**src/rtl/seqcheck_pkg.sv**
```systemverilog
// Shared types and helpers for the multi-channel sliding-window edge monitor.
package seqcheck_pkg;

   // Event type, common to all channels.
   typedef enum logic [1:0] {
      EDGE_RISE = 2'b00,
      EDGE_FALL = 2'b01,
      EDGE_BOTH = 2'b10,
      EDGE_OFF  = 2'b11
   } edge_mode_e;

   // Width needed to hold a count of 0..w inclusive.
   function automatic int cnt_width(input int w);
      return $clog2(w + 1);
   endfunction

endpackage

```
**src/rtl/seqcheck_chan.sv**
```systemverilog
// One monitor channel: synchroniser, edge select, W-slot ring buffer with a
// running sum, and the registered above/hit threshold outputs.
module seqcheck_chan
   import seqcheck_pkg::*;
#(
   parameter int W     = 8,
   parameter int CNT_W = cnt_width(W),
   parameter int IDX_W = $clog2(W)
) (
   input  logic             clk,
   input  logic             rst,
   input  logic             in_sig_i,
   input  edge_mode_e       edge_mode_i,
   input  logic [CNT_W-1:0] thresh_i,
   input  logic             clear_i,
   input  logic [IDX_W-1:0] idx_i,
   output logic [CNT_W-1:0] count_o,
   output logic             above_o,
   output logic             hit_o,
   output logic             hit_next_o
);

   logic             s1_q, s2_q, prev_q;
   logic [W-1:0]     rb_q, rb_d;
   logic [CNT_W-1:0] sum_q, sum_d;
   logic [CNT_W-1:0] next_sum;
   logic             above_q, above_d;
   logic             hit_q, hit_d;
   logic             ev;
   logic             cond;

   // Two-flop synchroniser plus previous sample; clear leaves these alone so
   // no spurious edge is seen after a clear.
   always_ff @(posedge clk or posedge rst) begin
      // NOTE: sequential state is written with non-blocking assignments only.
      if (rst) begin
         s1_q   <= 1'b0;
         s2_q   <= 1'b0;
         prev_q <= 1'b0;
      end else begin
         s1_q   <= in_sig_i;
         s2_q   <= s1_q;
         prev_q <= s2_q;
      end
   end

   // Select the event type from the synchronised level and its last value.
   always_comb begin
      // NOTE: every combinational output gets a default first so no latch is inferred.
      ev = 1'b0;
      case (edge_mode_i)
         EDGE_RISE: ev = s2_q & ~prev_q;
         EDGE_FALL: ev = ~s2_q & prev_q;
         EDGE_BOTH: ev = s2_q ^ prev_q;
         default:   ev = 1'b0;
      endcase
   end

   // Slide the window: retire the slot at idx, insert the new event, and
   // evaluate the threshold against the updated sum. Clear wins over events.
   always_comb begin
      rb_d     = rb_q;
      next_sum = sum_q - CNT_W'(rb_q[idx_i]) + CNT_W'(ev);
      cond     = (thresh_i != '0) && (next_sum >= thresh_i);
      rb_d[idx_i] = ev;
      sum_d    = next_sum;
      above_d  = cond;
      hit_d    = cond & ~above_q;
      if (clear_i) begin
         rb_d    = '0;
         sum_d   = '0;
         above_d = 1'b0;
         hit_d   = 1'b0;
      end
   end

   // Window state and threshold outputs.
   always_ff @(posedge clk or posedge rst) begin
      // NOTE: the ring buffer is a handful of flops, not a RAM, so it is reset
      // with the rest of the state and needs no init sweep.
      if (rst) begin
         rb_q    <= '0;
         sum_q   <= '0;
         above_q <= 1'b0;
         hit_q   <= 1'b0;
      end else begin
         rb_q    <= rb_d;
         sum_q   <= sum_d;
         above_q <= above_d;
         hit_q   <= hit_d;
      end
   end

   assign count_o    = sum_q;
   assign above_o    = above_q;
   assign hit_o      = hit_q;
   assign hit_next_o = hit_d;

endmodule

```
**src/rtl/seqcheck_multi.sv**
```systemverilog
// Multi-channel sliding-window edge monitor: shared window index, N_CH
// independent channels and a registered any-hit summary.
module seqcheck_multi
   import seqcheck_pkg::*;
#(
   parameter int N_CH  = 4,
   parameter int W     = 8,
   parameter int CNT_W = cnt_width(W)
) (
   input  logic                  clk,
   input  logic                  rst,
   input  logic [N_CH-1:0]       in_sig,
   input  logic [1:0]            edge_mode,
   input  logic [CNT_W-1:0]      thresh,
   input  logic                  clear,
   output logic [N_CH-1:0]       hit,
   output logic [N_CH-1:0]       above,
   output logic [N_CH*CNT_W-1:0] count,
   output logic                  any_hit
);

   localparam int                IDX_W    = $clog2(W);
   localparam logic [IDX_W-1:0]  IDX_LAST = IDX_W'(W - 1);

   logic [IDX_W-1:0] idx_q, idx_d;
   logic [N_CH-1:0]  hit_next;
   logic             any_hit_q, any_hit_d;
   edge_mode_e       mode;

   assign mode = edge_mode_e'(edge_mode);

   // Window index walks 0..W-1 every cycle; clear restarts it at slot 0.
   always_comb begin
      idx_d = idx_q + 1'b1;
      if (clear || (idx_q == IDX_LAST)) begin
         idx_d = '0;
      end
      any_hit_d = |hit_next;
   end

   // Shared index and the any-hit flop, registered alongside each channel hit.
   always_ff @(posedge clk or posedge rst) begin
      if (rst) begin
         idx_q     <= '0;
         any_hit_q <= 1'b0;
      end else begin
         idx_q     <= idx_d;
         any_hit_q <= any_hit_d;
      end
   end

   for (genvar c = 0; c < N_CH; c++) begin : g_ch
      seqcheck_chan #(
         .W     (W),
         .CNT_W (CNT_W),
         .IDX_W (IDX_W)
      ) u_chan (
         .clk        (clk),
         .rst        (rst),
         .in_sig_i   (in_sig[c]),
         .edge_mode_i(mode),
         .thresh_i   (thresh),
         .clear_i    (clear),
         .idx_i      (idx_q),
         .count_o    (count[c*CNT_W +: CNT_W]),
         .above_o    (above[c]),
         .hit_o      (hit[c]),
         .hit_next_o (hit_next[c])
      );
   end

   assign any_hit = any_hit_q;

endmodule

```
**config.mk**
```make
export PLATFORM = sky130hd
export DESIGN_NAME = seqcheck_multi
export DESIGN_NICKNAME = d
export VERILOG_FILES = /design/src/rtl/seqcheck_pkg.sv /design/src/rtl/seqcheck_chan.sv /design/src/rtl/seqcheck_multi.sv
export SDC_FILE = /design/constraint.sdc
export NUM_CORES = 1
export LEC_CHECK = 0
export CELL_PAD_IN_SITES_DETAIL_PLACEMENT = 2
export CELL_PAD_IN_SITES_GLOBAL_PLACEMENT = 2
export CORE_ASPECT_RATIO = 1.5
export CORE_MARGIN = 4
export CORE_UTILIZATION = 42
export CTS_BUF_LIST = sky130_fd_sc_hd__clkbuf_8
export DETAILED_ROUTE_END_ITERATION = 10
export PLACE_DENSITY = 0.92
export SYNTH_ARGS = -nofsm -noshare
export SYNTH_HDL_FRONTEND = slang
export SYNTH_SLANG_ARGS = --single-unit
export TNS_END_PERCENT = 20
```
**constraint.sdc**
```tcl
create_clock -name clk -period 6.3 [get_ports clk]
set_clock_uncertainty 0.05 [all_clocks]
set_input_delay 1.26 -clock clk [delete_from_list [all_inputs] [get_ports clk]]
set_output_delay 1.26 -clock clk [all_outputs]
set_load 0.05 [all_outputs]
```
==> impl_results.md <==
- FF+latch area: 0.00180 mm2
- Worst Tran Pin Value: 1.09 ns
- Die Height: 127 um
- Number of flops mapped to enable cells by yosys: 0
- Sequential-to-total area share from yosys stat: 0.456
- CP max-delay cell: clkdlybuf4s50_1
- CTS Sinks: 72
- Die footprint: 0.0111 mm2
- Synth Cell Area: 0.00395 mm2
- Slew Limit Headroom: 0.276
- Worst hold slack: 0.310 ns
- Critical Path Fanout Max: 9
- Tcrit/Tclk final: 0.716
- Core area: 0.00920 mm2
- Layout cells sized above 1: 0.0741
- Post-Synthesis Cells: 373
- FMAX: 222 MHz
- Max incr delay on CP: 0.64 ns
- Post-DR vias/cell: 5.61
- Required @ worst endpoint: 6.52 ns
- Crit path top cell by count: ha_1
- Die Wd: 87.2 um
- Worst Path Arrival: 4.73 ns
- Asr flop ratio synth: 1.00
- Total congestion overflow: 0
- H-tree levels: 3
- Total CTS buffers: 9
- Leak pwr: 2.11 nW
- Final Hold Fails: 0
- Area Overhead vs Synth: 14.1%
- Post-route ant nets: 0
- WS Path Type: primary input to flop
- Post-CTS Hold Buffers: 0
- Initial DRC Count: 189
- Post-layout util: 0.490
- DR vias: 2901
- Yosys cell types: 43
- Min Tclk post-route: 4.51 ns
- Largest net degree at the start of global routing: 73
- Status: finished, final reports clean
- Routed len/inst: 25.6 um
- Area of the multi-input gates: 0.00183 mm2
- DRC viols: 0
- Yosys warning count: 0
- Maximum VDD drop: 0.277 mV
- Mean post-synth cell area: 10.6 um2
- Total negative slack: 0 ns
- Initial Utilization: 0.430
- # Post-CTS Setup Buffers: 0
- RePlAce Congestion: 0.817
- # setup viols final: 0
- IO buf count: 37
- Unrepaired setup endpoints after global routing: no
- N_diodes: 0
- Pwr/cell area: 456 mW/mm2
- Synth Flop Type: dfrtp_1
- Initial antenna violation count: 0
- Hpwl dp: 8.67 mm
- Clock latency at the later pin of the worst-skew pair: 0.37 ns
- Number of max-cap violations: 0
- Total track usage: 0.259
- Layout fillers: 910
- Num ports: 38
- WL final: 13.3 mm
- Syn_nets: 432
- Crit-path cells: clkdlybuf4s50_1 -> nor2b_1 -> a21oi_2 -> inv_1 -> ha_1 -> fa_1 -> xor2_1 -> ha_1 -> o21ai_0 -> a211oi_1 -> nand3b_1 -> o2111ai_1
- Root Buffer: clkbuf_8
- Initial DRT Pass Iterations: 4
- Final #Nets: 459
- Num rows: 43
- Hold Crit Class: flop to flop
- Post_cts resized: 0
- Worst-path clk slew: 0.07 ns
- Max Slew Vio Count: 0
- Vias in the first global route: 3477
- First-pass GRT wire length: 20.9 mm
- Critical Path End Type: flop
- Worst-case clock buffer depth: 2
- TritonCTS clock tree: yes
- Setup crit start kind: primary input
- Synth Register Bits: 72
critical path, delay by kind of cell:
| kind | cells | cell delay [ns] |
|---|---|---|
| compound gates | 4 | 1.13 |
| xor+xnor | 1 | 0.20 |
| simple gates | 2 | 0.40 |
| fa+ha+maj | 3 | 0.96 |
| buf+inv | 2 | 0.77 |
worst paths after layout:
| kind | from | end | slack [ns] | cells after the start |
|---|---|---|---|---|
| hold reg to reg | g_ch[2].u_chan.s1_q | g_ch[2].u_chan.s2_q | 0.31 | 0 |
| min in group asynchronous | rst | g_ch[3].u_chan.s2_q | 1.47 | 3 |
| setup reg to reg | idx_q[1] | any_hit | 1.89 | 13 |
| max in group asynchronous | rst | g_ch[3].u_chan.count_o[3] | 4.08 | 3 |
| hold / removal | g_ch[2].u_chan.s1_q | g_ch[2].u_chan.s2_q | 0.31 | 0 |
| setup / recovery | edge_mode[1] | any_hit | 1.79 | 12 |
layout by cell type (no fill, tap or decap), drive strengths merged, types with 4 or more instances in the layout:
cell	n
a211oi	35
a21o	4
a21oi	16
clkbuf	9
clkdlybuf4s50	36
dfrtp	72
fa	4
ha	42
inv	50
mux2i	5
nand2b	14
nor2	46
nor2b	13
o21ai	5
xnor2	8
xor2	4
power by group:
part | total (W) | internal, W | leakage, nW | switching [W]
Sequential | 0.000606 | 0.000537 | 0.947 | 0.0000684
Combinational | 0.00109 | 0.000408 | 1.06 | 0.000680
Clock | 0.000361 | 0.000177 | 0.107 | 0.000184
synth_stat cells (3+ instances only):
library cell / n / area share
xnor2_1: 8 / 0.018
nand2b_1: 14 / 0.022
fa_1: 4 / 0.020
mux2i_1: 5 / 0.013
a21oi_2: 4 / 0.0089
xor2_1: 4 / 0.0089
a211oi_1: 35 / 0.066
nand3_1: 3 / 0.0038
nand3b_1: 3 / 0.0057
nor2b_1: 13 / 0.021
buf_2: 5 / 0.0063
a21oi_1: 12 / 0.015
nor2_1: 43 / 0.041
a2111o_1: 3 / 0.0085
a21o_1: 4 / 0.0076
ha_1: 42 / 0.13
buf_4: 10 / 0.019
o21ai_0: 4 / 0.0051
inv_1: 47 / 0.045
clkbuf_1: 6 / 0.0057
nor2_2: 3 / 0.0047
dfrtp_1: 72 / 0.46
sequential cells by signal, summed over array words and instances (netlist names):
register and flops:
g_ch.u_chan.s1_q 4, g_ch.u_chan.hit_o 4, any_hit 1, g_ch.u_chan.above_o 4, g_ch.u_chan.prev_q 4, g_ch.u_chan.count_o 16
idx_q 3, g_ch.u_chan.rb_q 32, g_ch.u_chan.s2_q 4
final cells by class:
class                      instances  area share
clock inverter                     7      0.0125
clock buffer                       9      0.0275
sequential                        72       0.400
inverter                          47      0.0391
tap                              112      0.0311
multi-input combinational        231       0.406
timing repair buffer              39      0.0844
logic make-up (layout without fill, tap and decap cells):
logic type / Yosys count / after routing / share of synthesized area
mux: 7 / 7 / 0.0222
flops: 72 / 72 / 0.456
simple gates: 94 / 94 / 0.125
buf+inv: 70 / 102 / 0.0814
fa+ha+maj: 46 / 46 / 0.153
compound gates: 72 / 72 / 0.135
xor+xnor: 12 / 12 / 0.0266
metrics by stage:
step | setup WS [ns] | std cells | area (um2) | total power [W]
2_1_floorplan | 2.75 | 373 | 3950 | 0.00129
3_3_place_gp | 1.84 | 501 | 4330 | 0.00149
3_5_place_dp | 1.51 | 501 | 4330 | 0.00163
4_1_cts | 1.78 | 517 | 4510 | 0.00208
5_1_grt | 1.56 | 517 | 4510 | 0.00218
6_report | 1.79 | 517 | 4510 | 0.00206
routing by layer:
| layer | share of wire | global-route usage | vias to the layer above | wire [um] |
|---|---|---|---|---|
| met5 | 0 | 0 | - | 0 |
| met4 | 0.036 | 0.117 | 0 | 483 |
| met3 | 0.027 | 0.0468 | 32 | 364 |
| met2 | 0.56 | 0.473 | 65 | 7450 |
| met1 | 0.37 | 0.285 | 1498 | 4960 |
| li1 | - | - | 1306 | - |
(Power assumes the default switching activity.)
